--- config.mk ---
export PLATFORM = sky130hd
export DESIGN_NAME = regfile_wb_sched
export DESIGN_NICKNAME = d
export VERILOG_FILES = /design/src/rtl/regfile_wb_sched.sv
export SDC_FILE = /design/constraint.sdc
export NUM_CORES = 1
export LEC_CHECK = 0
export CAP_MARGIN = 25
export CELL_PAD_IN_SITES_DETAIL_PLACEMENT = 2
export CELL_PAD_IN_SITES_GLOBAL_PLACEMENT = 2
export CORE_ASPECT_RATIO = 1.1
export CORE_UTILIZATION = 25
export DETAILED_ROUTE_END_ITERATION = 10
export PLACE_DENSITY = 0.78
export SYNTH_ARGS = -nofsm -noshare
export SYNTH_HDL_FRONTEND = slang
export SYNTH_SLANG_ARGS = --single-unit
--- constraint.sdc ---
create_clock -name clk -period 3.4 [get_ports clk]
set_input_delay 0.34 -clock clk [delete_from_list [all_inputs] [get_ports clk]]
set_output_delay 0.34 -clock clk [all_outputs]
set_load 0.02 [all_outputs]
--- src/rtl/regfile_wb_sched.sv ---
// Writeback scheduler and hazard scoreboard for a 2-read/1-write register file.
// Round-robin arbitrates ALU/LSU writebacks onto the write port and stalls issue on RAW/WAW.
module regfile_wb_sched #(
    parameter int XLEN = 32,
    parameter int NREG = 32,
    parameter int AW   = 5
) (
    input  logic            clk,
    input  logic            reset,
    input  logic            issue_valid,
    input  logic [AW-1:0]   issue_rs1,
    input  logic [AW-1:0]   issue_rs2,
    input  logic [AW-1:0]   issue_rd,
    input  logic            issue_wr,
    output logic            issue_stall,
    input  logic            alu_wb_valid,
    input  logic [AW-1:0]   alu_wb_rd,
    input  logic [XLEN-1:0] alu_wb_data,
    output logic            alu_wb_ready,
    input  logic            lsu_wb_valid,
    input  logic [AW-1:0]   lsu_wb_rd,
    input  logic [XLEN-1:0] lsu_wb_data,
    output logic            lsu_wb_ready,
    output logic            rf_we,
    output logic [AW-1:0]   rf_waddr,
    output logic [XLEN-1:0] rf_wdata,
    output logic [NREG-1:0] pending,
    output logic            wb_err
);

    typedef enum logic {
        SRC_ALU = 1'b0,
        SRC_LSU = 1'b1
    } src_t;

    logic [NREG-1:0] r_pending;
    logic            r_rf_we;
    logic [AW-1:0]   r_rf_waddr;
    logic [XLEN-1:0] r_rf_wdata;
    logic            r_wb_err;
    src_t            r_last_grant;

    logic            w_haz;
    logic            w_alu_gnt;
    logic            w_lsu_gnt;
    logic            w_hs;
    logic            w_wb_nz;
    logic [AW-1:0]   w_wb_rd;
    logic [XLEN-1:0] w_wb_data;
    logic [NREG-1:0] w_set;
    logic [NREG-1:0] w_clr;

    always_comb begin
        w_haz = (r_pending[issue_rs1] && (issue_rs1 != '0))
              || (r_pending[issue_rs2] && (issue_rs2 != '0))
              || (issue_wr && r_pending[issue_rd] && (issue_rd != '0));

        // A source wins outright when alone, otherwise whichever did not win last
        w_alu_gnt = !reset && alu_wb_valid && (!lsu_wb_valid || (r_last_grant == SRC_LSU));
        w_lsu_gnt = !reset && lsu_wb_valid && (!alu_wb_valid || (r_last_grant == SRC_ALU));
        w_hs      = w_alu_gnt || w_lsu_gnt;
        w_wb_rd   = w_alu_gnt ? alu_wb_rd   : lsu_wb_rd;
        w_wb_data = w_alu_gnt ? alu_wb_data : lsu_wb_data;
        w_wb_nz   = w_hs && (w_wb_rd != '0);

        w_set = '0;
        if (issue_valid && !w_haz && issue_wr && (issue_rd != '0))
            w_set[issue_rd] = 1'b1;
        w_clr = '0;
        if (w_wb_nz)
            w_clr[w_wb_rd] = 1'b1;
    end

    always_ff @(posedge clk) begin
        if (reset) begin
            r_pending    <= '0;
            r_rf_we      <= 1'b0;
            r_rf_waddr   <= '0;
            r_rf_wdata   <= '0;
            r_wb_err     <= 1'b0;
            r_last_grant <= SRC_LSU;
        end else begin
            // Issue can never set the bit being cleared: WAW stalls it
            r_pending <= (r_pending & ~w_clr) | w_set;
            r_rf_we   <= w_wb_nz;
            if (w_wb_nz) begin
                r_rf_waddr <= w_wb_rd;
                r_rf_wdata <= w_wb_data;
                if (!r_pending[w_wb_rd])
                    r_wb_err <= 1'b1;
            end
            if (w_hs)
                r_last_grant <= w_alu_gnt ? SRC_ALU : SRC_LSU;
        end
    end

    assign issue_stall  = issue_valid && w_haz;
    assign alu_wb_ready = w_alu_gnt;
    assign lsu_wb_ready = w_lsu_gnt;
    assign rf_we        = r_rf_we;
    assign rf_waddr     = r_rf_waddr;
    assign rf_wdata     = r_rf_wdata;
    assign pending      = r_pending;
    assign wb_err       = r_wb_err;

endmodule

# --- After elaboration in Yosys (flattened, before gate mapping) ---
# Index checks and enable logic that the tools add are counted.
word_totals:
  register_bits: 72
  wordCells: 63
  out_inout_bits: 74
  inputBits: 95
classes:
  magnitude_cmp: 6
  muxes: 17
  reduce_logical: 29
  bitwise: 5
op_table:
  columns: ["op", "count"]
  rows:
  - ["$mux W32", 3]
  - ["$and A32 B32 Y32", 1]
  - ["$not A32 Y32", 1]
  - ["$or A32 B32 Y32", 1]
  - ["$lt A5 B6 Y1 const B", 4]
  - ["$bmux W1 S5", 4]
  - ["$reduce_bool A5 Y1", 4]
  - ["$logic_and A1 B1 Y1", 15]
  - ["$demux W1 S5", 2]
  - ["$ge A5 B1 Y1 const B", 2]
  - ["$mux W1", 7]
  - ["$logic_or A1 B1 Y1", 5]
  - ["$mux W5", 1]
  - ["$logic_not A1 Y1", 4]
  - ["$not A1 Y1", 2]
  - ["$reduce_and A2 Y1", 1]

# --- Logic depth before layout (Yosys ltp) ---
# Gate-level depths: netlist (run 1).
logic_depth:
  word_depth: 12
  mapped_depth: 10
  ltp_nobuf: 8

# --- Worst setup path before layout (run 1) ---
# No wires, ideal clock.
synth_path:
  path_type: "input to register"
  startpoint: "in issue_rs1[0]"
  endpoint: "reg r_pending[13] (netlist: pending[13])"
  required_ns: 3.326
  slack_ns: 0.885
  arrival_time_ns: 2.441
  path_stages: 8
  setup_ns: 0.074
  n_path_buf: 1
  cell_sequence: "buf_6 mux4_1 mux2i_1 o22ai_1 or4_4 nor4b_4 nand3b_2 o21ai_0"
synth_between:
  elab_chain_len: 11
  elab_cells_between_ends: 12
  classes_between: "mux: 3; bitwise: 1; reduce/logical: 8"
synth_lines:
  columns: ["item", "line", "text"]
  rows:
  - ["start: declaration", "11", "input logic [AW-1:0] issue_rs1,"]
  - ["$bmux W1 S5", "54", "w_haz = (r_pending[issue_rs1] && (issue_rs1 != '0))"]
  - ["$mux W1 (implied by the code)", "54", null]
  - ["$logic_and A1 B1 Y1 (*)", "54", null]
  - ["$logic_or A1 B1 Y1 (*)", "55", "|| (r_pending[issue_rs2] && (issue_rs2 != '0))"]
  - ["$logic_or A1 B1 Y1 (*)", "56", "|| (issue_wr && r_pending[issue_rd] && (issue_rd != '0));"]
  - ["$logic_not A1 Y1 (*)", "67", "if (issue_valid && !w_haz && issue_wr && (issue_rd != '0))"]
  - ["$logic_and A1 B1 Y1 (*) (3 in series)", "67", null]
  - ["$mux W32 (*)", "67", null]
  - ["$or A32 B32 Y32 (*)", "84", "r_pending <= (r_pending & ~w_clr) | w_set;"]
  - ["end signal: assignment", "84", null]
  - ["end: declaration", "36", "logic [NREG-1:0] r_pending;"]
# Mark *: on every way between the ends. The rest lies on a longest branch, timed or not. The select of a mux whose other input is x is not followed.
# A chain may end at the register's enable or synchronous reset.

# --- Worst setup path in the final report (run 1) ---
layout_path:
  startpoint: "in issue_rd[0]"
  endpoint: "out issue_stall"
layout_between:
  elab_chain_len: 6
  elab_cells_between_ends: 7
  classes_between: "mux: 2; reduce/logical: 5"
layout_lines:
  columns: ["item", "line", "text"]
  rows:
  - ["start: declaration", "13", "input logic [AW-1:0] issue_rd,"]
  - ["$bmux W1 S5", "56", null]
  - ["$mux W1 (implied by the code)", "56", null]
  - ["$logic_and A1 B1 Y1", "56", null]
  - ["$logic_and A1 B1 Y1 (*)", "56", null]
  - ["$logic_or A1 B1 Y1 (*)", "56", null]
  - ["$logic_and A1 B1 Y1 (*)", "97", "assign issue_stall = issue_valid && w_haz;"]
  - ["end: declaration", "15", "output logic issue_stall,"]
# Marks and branches as above.

==> results.sh, run 1 <==
export IMPL_cts_tree="yes"
export IMPL_yosys_top_cells_area="dfxtp_1, mux4_2, nand2_1"
export IMPL_grt_pass1_wl_um=29800
export IMPL_setup_slack_ns=0.418
export IMPL_rsz0062_at_grt="false"
export IMPL_worst_slew_pin_slew_ns=0.677
export IMPL_hold_class="register to register"
export IMPL_fmax_ghz=0.335
export IMPL_status="complete, no violations"
export IMPL_fin_nets=738
export IMPL_startpoint_type="input pin"
export IMPL_fillCellCount=1822
export IMPL_areaGrowthSynthToFinish_pct=52.7
export IMPL_synth_seq_area_share_pct=33.9
export IMPL_syn_num_nets=577
export IMPL_worstReg2RegStart="pending[9]"
export IMPL_rr_worst_depth=7
export IMPL_fp_dieH_um=139
export IMPL_routed_wl_um=18900
export IMPL_reg2reg_to="pending[19]"
export IMPL_yosys_top_cells_count="nand2_1, dfxtp_1, nor2_1"
export IMPL_period_needed_ns=2.98
export IMPL_syn_area_um2=4260
export IMPL_end_kind="output port"
export IMPL_die_x_um=126
export IMPL_finalPower_mw=2.37
export IMPL_finalHoldViolations=0
export IMPL_min_delay_start="rf_waddr[2]"
export IMPL_firstDrtPassIters=4
export IMPL_dpl_cell_area_um2=6220
export IMPL_grt_pass1_vias=5193
export IMPL_final_max_slew_viol_count=0
export IMPL_power_density_nw_per_um2=365
export IMPL_avgSynthCellArea_um2=8.83
export IMPL_hold_end="rf_waddr[2]"
export IMPL_ys_async_sr_fraction_pct=0
export IMPL_netlist_instances=482
export IMPL_max_slew_margin_rel_pct=53.6
export IMPL_place_ws_ns=-0.0910
export IMPL_cts_made_buffers=9
export IMPL_r2r_slack_ns=0.55
export IMPL_p_leak_nw=2.32
export IMPL_ys_flop_type="dfxtp_1"
export IMPL_arrival_ns=2.64
export IMPL_tns_ns=0
export IMPL_coreArea_um2=16500
export IMPL_stdcell_area_um2=6500
export IMPL_synth_top_area_cell="dfxtp_1"
export IMPL_cp_required_ns=3.06
export IMPL_synth_edf_count=0
export IMPL_initial_utilization_pct=25.8
export IMPL_multiInputGateArea_um2=2650
export IMPL_cts_max_level=3
export IMPL_grt_use_total_pct=22.1
export IMPL_wl_per_cell_um=22.1
export IMPL_ant_nets=0
export IMPL_synth_most_common_cell="nand2_1"
export IMPL_grt_ovfl_total=0
export IMPL_seq_area_um2=1440
export IMPL_crit_type="input pin to output port"
export IMPL_dp_cells=835
export IMPL_rows=49
export IMPL_antenna_found_initial=0
export IMPL_dp_hpwl_um=14500
export IMPL_avgViaCountPerCell=5.54
export IMPL_io_pins=169
export IMPL_peakVddDrop_uv=204
export IMPL_yosysWarnings=0
export IMPL_final_cells=852
export IMPL_design_die_area_um2=17500
export IMPL_dr_total_vias=4716
export IMPL_drc=0
export IMPL_first_iter_violations=233
export IMPL_clock_skew_ns=0.00584
export IMPL_diodes=0
export IMPL_synth_seq_cells=72
export IMPL_drive_above_1_share_pct=11.0
export IMPL_clkSinkCount=72
export IMPL_worst_path_max_fanout=12
export IMPL_clk_latency_ns=0.34
export IMPL_grt_max_degree=75
export IMPL_fin_crit_sh_pct=87.7
export IMPL_finalSetupViolCount=0
export IMPL_cts_max_path_buffers=2
export IMPL_root_buffer="clkbuf_16"
export IMPL_portBuffers=168
export IMPL_synth_cell_type_count=45
export IMPL_cap_violations=0
export IMPL_clkTransAtPathRegs_ns=0.06
export IMPL_synth_top_area_share_pct=33.9
export IMPL_routabilityCongestion=0.842
export IMPL_hold_depth=2
==> timing repair <==
action | CTS | global route
resized for setup | 4 | 1
cloned | 0 | 0
buffers inserted | 0 | 0
hold buffers | 0 | 0
endpoints found under the setup margin | 1 | 1
pin swaps | 0 | 0
==> cells by family (layout without fill, tap and decap cells) <==
logic type      after synthesis  after routing  share of synthesized area, %
simple gates                188            188                          20.5
compound gates              127            127                          21.2
buf+inv                      45            211                          4.44
mux                          50             50                          19.9
flops                        72             72                          33.9
==> worst max-delay path by stage <==
stage	start	end	slack (ns)	cells after the start
floorplan	issue_rs1[0]	pending[13]	0.88	8
global placement	issue_rs1[0]	issue_stall	-0.02	7
detailed placement	issue_rs1[1]	pending[19]	-0.09	8
CTS	issue_rd[0]	issue_stall	0.08	9
global route	issue_rs2[2]	pending[19]	0.27	8
finish	issue_rd[0]	issue_stall	0.42	9
==> layout by cell type, fill, tap and decap left out, types with 3 or more instances in the layout <==
cell type	count
a21oi_1	7
a311oi_1	34
a31oi_1	5
buf_4	19
clkbuf_16	9
clkdlybuf4s50_1	163
dfxtp_1	72
dlygate4sd2_1	3
inv_1	5
mux2_2	3
mux2i_1	21
mux4_1	5
mux4_2	21
nand2_1	92
nand2b_1	9
nand3_1	10
nor2_1	45
nor2b_1	8
nor3_1	5
nor4b_1	4
o211ai_1	24
o21ai_0	32
o22ai_1	5
o311ai_0	6
==> layer usage <==
metal,GRT usage (%),part of all wire [%],vias up,wire length (um)
li1,-,-,2152,-
met1,25.3,41,2359,7660
met2,39.6,50,183,9420
met3,6.71,8.1,22,1520
met4,5.45,1.4,0,257
met5,0,0,-,0
==> sequential cells by signal (all words and copies together), names as in the netlist <==
signal	count
pending	32
wb_err	1
rf_wdata	32
r_last_grant	1
rf_we	1
rf_waddr	5
==> cell type report <==
class                   instances  share of cell area (%)
clock buffers                  11                    3.58
multi-input cells             365                    40.8
clock inverters                 5                   0.520
well taps                     204                    3.93
flip-flops and latches         72                    22.2
inverters                       5                   0.289
repair buffers                190                    28.7
==> critical path: stages <==
cell and delay (ns):
clkdlybuf4s50_1 0.54, buf_12 0.17, mux4_2 0.50, mux2_2 0.28, nand2_1 0.07, nor4b_2 0.25, nor2_1 0.09, o21a_1 0.20
dlymetal6s2s_1 0.20
==> stage by stage <==
step | hold slack, ns | util, %
CTS | 0.486 | 39.3
detailed placement | 0.474 | 37.7
global placement | 0.450 | 37.7
global route | 0.518 | 39.4
finish | 0.481 | 39.4
floorplan | 0.461 | -
==> report_power, final <==
part | internal, mW | switching [mW]
clock | 0.493 | 0.371
sequential | 0.893 | 0.0305
combinational | 0.282 | 0.306
total | 1.67 | 0.707
(Power assumes the default switching activity.)
==> run 2: changes to the inputs <==
CORE_MARGIN = 2   (was not set)
==> run 2 against run 1 <==
Effect of this change:
- worst hold slack barely moved
- non-clock buffer count did not move
- wire length rose by 3.9%
- count of clock-buffer cells in the layout grew 2
- sequential power hardly changed
- combinational power hardly changed
- via count grew 1.8%
- setup slack lost 0.17 ns
- first-iteration DRC count shrank 8.6%
- critical path type is now input pin to register
- critical endpoint is now pending[25]
- largest cell class unchanged
- largest power group unchanged
==> results.sh, run 2 (synthesis gave the netlist of run 1 again) <==
export IMPL_drive_above_1_share_pct=11.1
export IMPL_grt_ovfl_total=0
export IMPL_grt_max_degree=75
export IMPL_p_leak_nw=2.34
export IMPL_max_slew_margin_rel_pct=55.5
export IMPL_fin_crit_sh_pct=92.8
export IMPL_worst_slew_pin_slew_ns=0.665
export IMPL_dp_hpwl_um=14700
export IMPL_p_sw_share_pct=29.0
export IMPL_grt_pass1_wl_um=30300
export IMPL_routabilityCongestion=0.846
export IMPL_timing_hold_ws_ns=0.481
export IMPL_design_die_area_um2=18100
export IMPL_portBuffers=168
export IMPL_coreArea_um2=16800
export IMPL_cap_violations=0
export IMPL_wl_per_cell_um=22.9
export IMPL_ant_nets=0
export IMPL_hold_class="register to register"
export IMPL_final_max_slew_viol_count=0
export IMPL_min_delay_start="wb_err"
export IMPL_place_ws_ns=-0.173
export IMPL_internal_power_mw=1.73
export IMPL_cts_made_buffers=9
export IMPL_fmax_ghz=0.317
export IMPL_diodes=0
export IMPL_peakVddDrop_uv=224
export IMPL_avgViaCountPerCell=5.61
export IMPL_status="complete, no violations"
export IMPL_finalPower_mw=2.43
export IMPL_io_pins=169
export IMPL_root_buffer="clkbuf_16"
export IMPL_hold_depth=1
export IMPL_startpoint_type="input pin"
export IMPL_fp_dieH_um=141
export IMPL_finalSetupViolCount=0
export IMPL_rows=50
export IMPL_postCtsHoldBufs=0
export IMPL_finalHoldViolations=0
export IMPL_power_density_nw_per_um2=372
export IMPL_cts_max_level=3
export IMPL_first_iter_violations=213
export IMPL_clock_skew_ns=0.00558
export IMPL_antenna_found_initial=0
export IMPL_areaGrowthSynthToFinish_pct=53.6
export IMPL_clkSinkCount=72
export IMPL_cp_required_ns=3.65
export IMPL_rsz0062_at_grt="false"
export IMPL_clkTransAtPathRegs_ns=0.06
export IMPL_grt_use_total_pct=21.7
export IMPL_initial_utilization_pct=25.3
export IMPL_setup_slack_ns=0.244
export IMPL_cts_tree="yes"
export IMPL_layout_common_cells="clkdlybuf4s50_1, nand2_1, dfxtp_1"
export IMPL_grt_pass1_vias=5324
export IMPL_period_needed_ns=3.16
export IMPL_clk_latency_ns=0.34
export IMPL_fin_nets=738
export IMPL_routed_wl_um=19600
export IMPL_dr_total_vias=4799
export IMPL_die_x_um=128
export IMPL_rr_worst_depth=7
export IMPL_firstDrtPassIters=5
export IMPL_worstReg2RegStart="pending[14]"
export IMPL_arrival_ns=3.41
export IMPL_drc=0
export IMPL_worst_path_max_fanout=8
export IMPL_r2r_slack_ns=0.46
export IMPL_final_common_cell="clkdlybuf4s50_1"
export IMPL_clkPwrFrac_pct=37.7
export IMPL_fillCellCount=1838
export IMPL_crit_type="input pin to register"
export IMPL_switching_power_mw=0.704
export IMPL_p_seq_share_pct=38.0
export IMPL_hold_end="wb_err"
export IMPL_cts_max_path_buffers=2
export IMPL_end_kind="register"
export IMPL_p_comb_share_pct=24.2
export IMPL_reg2reg_to="pending[25]"
[run 2: cell types whose count changed in the layout (fill, tap and decap cells not counted), sizes merged]
| cell | previous run | this run |
|---|---|---|
| dlygate4sd2 | 3 | 2 |
| clkinvlp | 2 | 0 |
| clkdlybuf4s50 | 163 | 164 |
| clkbuf | 12 | 14 |
[run 2: repair_timing]
item / 4_1_cts / 5_1_grt
setup endpoints to repair: 1 / 1
setup buffers: 0 / 0
gates resized for setup: 3 / 1
pin swaps: 0 / 0
[run 2: area by class of cell]
cell class / instances / area (um^2) / share of cell area, %
Multi-Input combinational cell: 365 / 2650 / 40.6
Timing Repair Buffer: 190 / 1880 / 28.8
Clock inverter: 3 / 15.0 / 0.230
Sequential cell: 72 / 1440 / 22.1
Clock buffer: 13 / 270 / 4.13
Inverter: 5 / 18.8 / 0.287
Tap cell: 208 / 260 / 3.98
[run 2: worst max path at each step]
stage                       from  slack, ns     endpoint  cells past startpoint
floorplan           issue_rs1[0]       0.88  pending[13]                      8
global placement    issue_rs1[0]      -0.01  issue_stall                      7
detailed placement  issue_rs1[1]      -0.17   pending[1]                      8
CTS                 issue_rs2[0]       0.01  issue_stall                      8
global route         issue_rd[0]       0.13   pending[9]                     10
finish              issue_rs2[0]       0.24  pending[25]                      9
[run 2: power by group through the flow]
stage | logic, mW | clock network (mW) | registers (mW)
after floorplan | 0.220 | 0 | 0.994
after global placement | 0.571 | 0 | 0.939
after detailed placement | 0.591 | 0 | 0.942
after CTS | 0.595 | 0.934 | 0.925
after global routing | 0.636 | 0.970 | 0.931
final | 0.589 | 0.918 | 0.924
[run 2: metrics by stage]
step / area, um^2 / std cells / TNS (ns) / utilization [%]
global placement: 6240 / 839 / -0.0127 / 37.1
global route: 6540 / 856 / 0 / 38.8
floorplan: 4260 / 482 / 0 / -
finish: 6540 / 856 / 0 / 38.8
detailed placement: 6240 / 839 / -2.78 / 37.1
CTS: 6530 / 855 / 0 / 38.8
[run 2: layer usage]
metal | up-vias | global-route usage, % | share of wire, %
met5 | - | 0 | 0
met4 | 0 | 9.54 | 3.3
met3 | 40 | 6.30 | 9.0
met2 | 223 | 38.3 | 50
met1 | 2387 | 24.1 | 38
li1 | 2149 | - | -
[run 2: worst max-delay path, cell delays in order]
cell             delay (ns)
clkdlybuf4s50_1        0.51
buf_12                 0.15
mux4_2                 0.49
mux2i_1                0.26
o22ai_1                0.14
or4_4                  0.45
nor4b_4                0.45
nand3b_2               0.34
o21ai_0                0.27
==> run 3: changes to the inputs <==
CAP_MARGIN = 10   (was 25)
CTS_BUF_LIST = sky130_fd_sc_hd__clkbuf_2   (was not set)
==> run 3 against run 2 <==
Effect of this change:
- worst hold slack lost 0.16 ns
- first-iteration DRC count rose by 13%
- cell count down 0.12%
- power down 21%
- setup slack worse by 0.061 ns
- count of clock-buffer cells in the layout fell by 3
- cell area down 3.4%
- core utilization fell by 1.3 points
- sequential power is essentially flat
- clock power fell by 56%
- maximum frequency down 1.9%
- register-to-register slack gained 0.02 ns
- critical path type is now register to output port
==> results.sh, run 3 (synthesis gave the netlist of run 1 again) <==
export IMPL_grt_ovfl_total=0
export IMPL_reg2reg_to="pending[25]"
export IMPL_p_leak_nw=2.23
export IMPL_hold_class="input pin to register"
export IMPL_initial_utilization_pct=25.3
export IMPL_dr_total_vias=4763
export IMPL_final_max_slew_viol_count=0
export IMPL_portBuffers=168
export IMPL_switching_power_mw=0.652
export IMPL_clkTransAtPathRegs_ns=0.23
export IMPL_cp_slowest_cell="or4_4"
export IMPL_arrival_ns=2.88
export IMPL_routed_wl_um=19300
export IMPL_cts_max_path_buffers=2
export IMPL_antenna_found_initial=0
export IMPL_tns_ns=0
export IMPL_worstReg2RegStart="pending[10]"
export IMPL_max_slew_margin_rel_pct=27.4
export IMPL_slowest_delay_ns=0.57
export IMPL_design_die_area_um2=18100
export IMPL_drc=0
export IMPL_fmax_ghz=0.311
export IMPL_worst_path_max_fanout=6
export IMPL_routabilityCongestion=0.846
export IMPL_coreArea_um2=16800
export IMPL_layout_common_cells="clkdlybuf4s50_1, nand2_1, dfxtp_1"
export IMPL_firstDrtPassIters=4
export IMPL_avgViaCountPerCell=5.57
export IMPL_startpoint_type="register"
export IMPL_p_seq_share_pct=48.2
export IMPL_min_delay_start="alu_wb_data[26]"
export IMPL_grt_pass1_vias=5276
export IMPL_die_x_um=128
export IMPL_critPathBufInv=1
export IMPL_finalPower_mw=1.92
export IMPL_grt_use_total_pct=21.5
export IMPL_period_needed_ns=3.22
export IMPL_dp_hpwl_um=14700
export IMPL_crit_chain="mux4_1 -> mux2i_1 -> o22ai_1 -> or4_4 -> o21a_1 -> dlygate4sd2_1"
export IMPL_areaGrowthSynthToFinish_pct=48.3
export IMPL_cap_violations=0
export IMPL_drive_above_1_share_pct=10.8
export IMPL_cts_max_level=3
export IMPL_peakVddDrop_uv=138
export IMPL_end_kind="output port"
export IMPL_hold_end="rf_wdata[26]"
export IMPL_rows=50
export IMPL_fp_dieH_um=141
export IMPL_internal_power_mw=1.26
export IMPL_p_sw_share_pct=34.0
export IMPL_crit_type="register to output port"
export IMPL_power_density_nw_per_um2=304
export IMPL_finalHoldViolations=0
export IMPL_first_iter_violations=241
export IMPL_clk_latency_ns=0.55
export IMPL_root_buffer="clkbuf_2"
export IMPL_finalSetupViolCount=0
export IMPL_rr_worst_depth=7
export IMPL_rsz0062_at_grt="false"
export IMPL_place_ws_ns=-0.173
export IMPL_clock_skew_ns=0.0240
export IMPL_fin_nets=737
export IMPL_cp_required_ns=3.06
export IMPL_clkSinkCount=72
export IMPL_clkPwrFrac_pct=21.1
export IMPL_status="complete, no violations"
export IMPL_wl_per_cell_um=22.6
export IMPL_ant_nets=0
export IMPL_final_common_cell="clkdlybuf4s50_1"
export IMPL_hold_depth=3
export IMPL_grt_pass1_wl_um=30000
export IMPL_cts_made_buffers=9
export IMPL_diodes=0
export IMPL_r2r_slack_ns=0.48
export IMPL_cts_tree="yes"
export IMPL_fin_crit_sh_pct=94.6
export IMPL_grt_max_degree=75
export IMPL_p_comb_share_pct=30.7
export IMPL_path_delay_family="multiplexers"
export IMPL_setup_slack_ns=0.183
export IMPL_io_pins=169
export IMPL_worst_slew_pin_slew_ns=1.08
[run 3: changes by cell type in the layout (fill, tap and decap cells not counted), sizes merged]
| cell | change |
|---|---|
| clkbuf | -4 |
| clkinv | +3 |
| dlygate4sd2 | +1 |
| dlymetal6s2s | -1 |
[run 3: metal layers]
layer | part of all wire [%] | GRT usage [%] | wire length (um) | vias up
met3 | 8.4 | 6.11 | 1620 | 30
met2 | 50 | 38.0 | 9690 | 201
met5 | 0 | 0 | 0 | -
met4 | 2.4 | 9.02 | 458 | 0
li1 | - | - | - | 2144
met1 | 39 | 24.0 | 7580 | 2388
[run 3: layout make-up]
cell class	count	area (um^2)
flip-flops and latches	72	1440
clock inverters	6	26.3
multi-input cells	365	2650
inverters	5	18.8
well taps	208	260
clock buffers	10	50.0
repair buffers	189	1870
fillers	1862	10500
[run 3: power groups by stage]
stage	registers (mW)	clock network, mW	logic [mW]
2_1_floorplan	0.994	0	0.220
3_5_place_dp	0.942	0	0.591
6_report	0.925	0.404	0.588
4_1_cts	0.926	0.424	0.593
5_1_grt	0.933	0.464	0.634
3_3_place_gp	0.939	0	0.571
[run 3: how the worst max path moves through the flow]
stage | from | to | slack (ns) | cells after the start
after floorplan | issue_rs1[0] | pending[13] | 0.88 | 8
after global placement | issue_rs1[0] | issue_stall | -0.01 | 7
after detailed placement | issue_rs1[1] | pending[1] | -0.17 | 8
after CTS | pending[11] | issue_stall | 0.13 | 6
after global routing | issue_rd[0] | issue_stall | 0.04 | 9
final | pending[10] | issue_stall | 0.18 | 6
[run 3: what timing repair did]
action,in CTS,in global routing
buffers inserted,0,0
endpoints found under the hold margin,0,0
hold buffers,0,0
setup endpoints to repair,1,0
resized for setup,5,0
[run 3: tightest hold or removal path, stage by stage]
cell             delay, ns
clkdlybuf4s50_1       0.40
nand2_1               0.06
a311oi_1              0.07
[run 3: metrics by stage]
step | hold WS [ns] | cell area [um^2] | util, % | cells
after global routing | 0.288 | 6310 | 37.5 | 855
after CTS | 0.284 | 6310 | 37.5 | 855
after global placement | 0.448 | 6240 | 37.1 | 839
after floorplan | 0.461 | 4260 | - | 482
final | 0.324 | 6310 | 37.5 | 855
after detailed placement | 0.472 | 6240 | 37.1 | 839
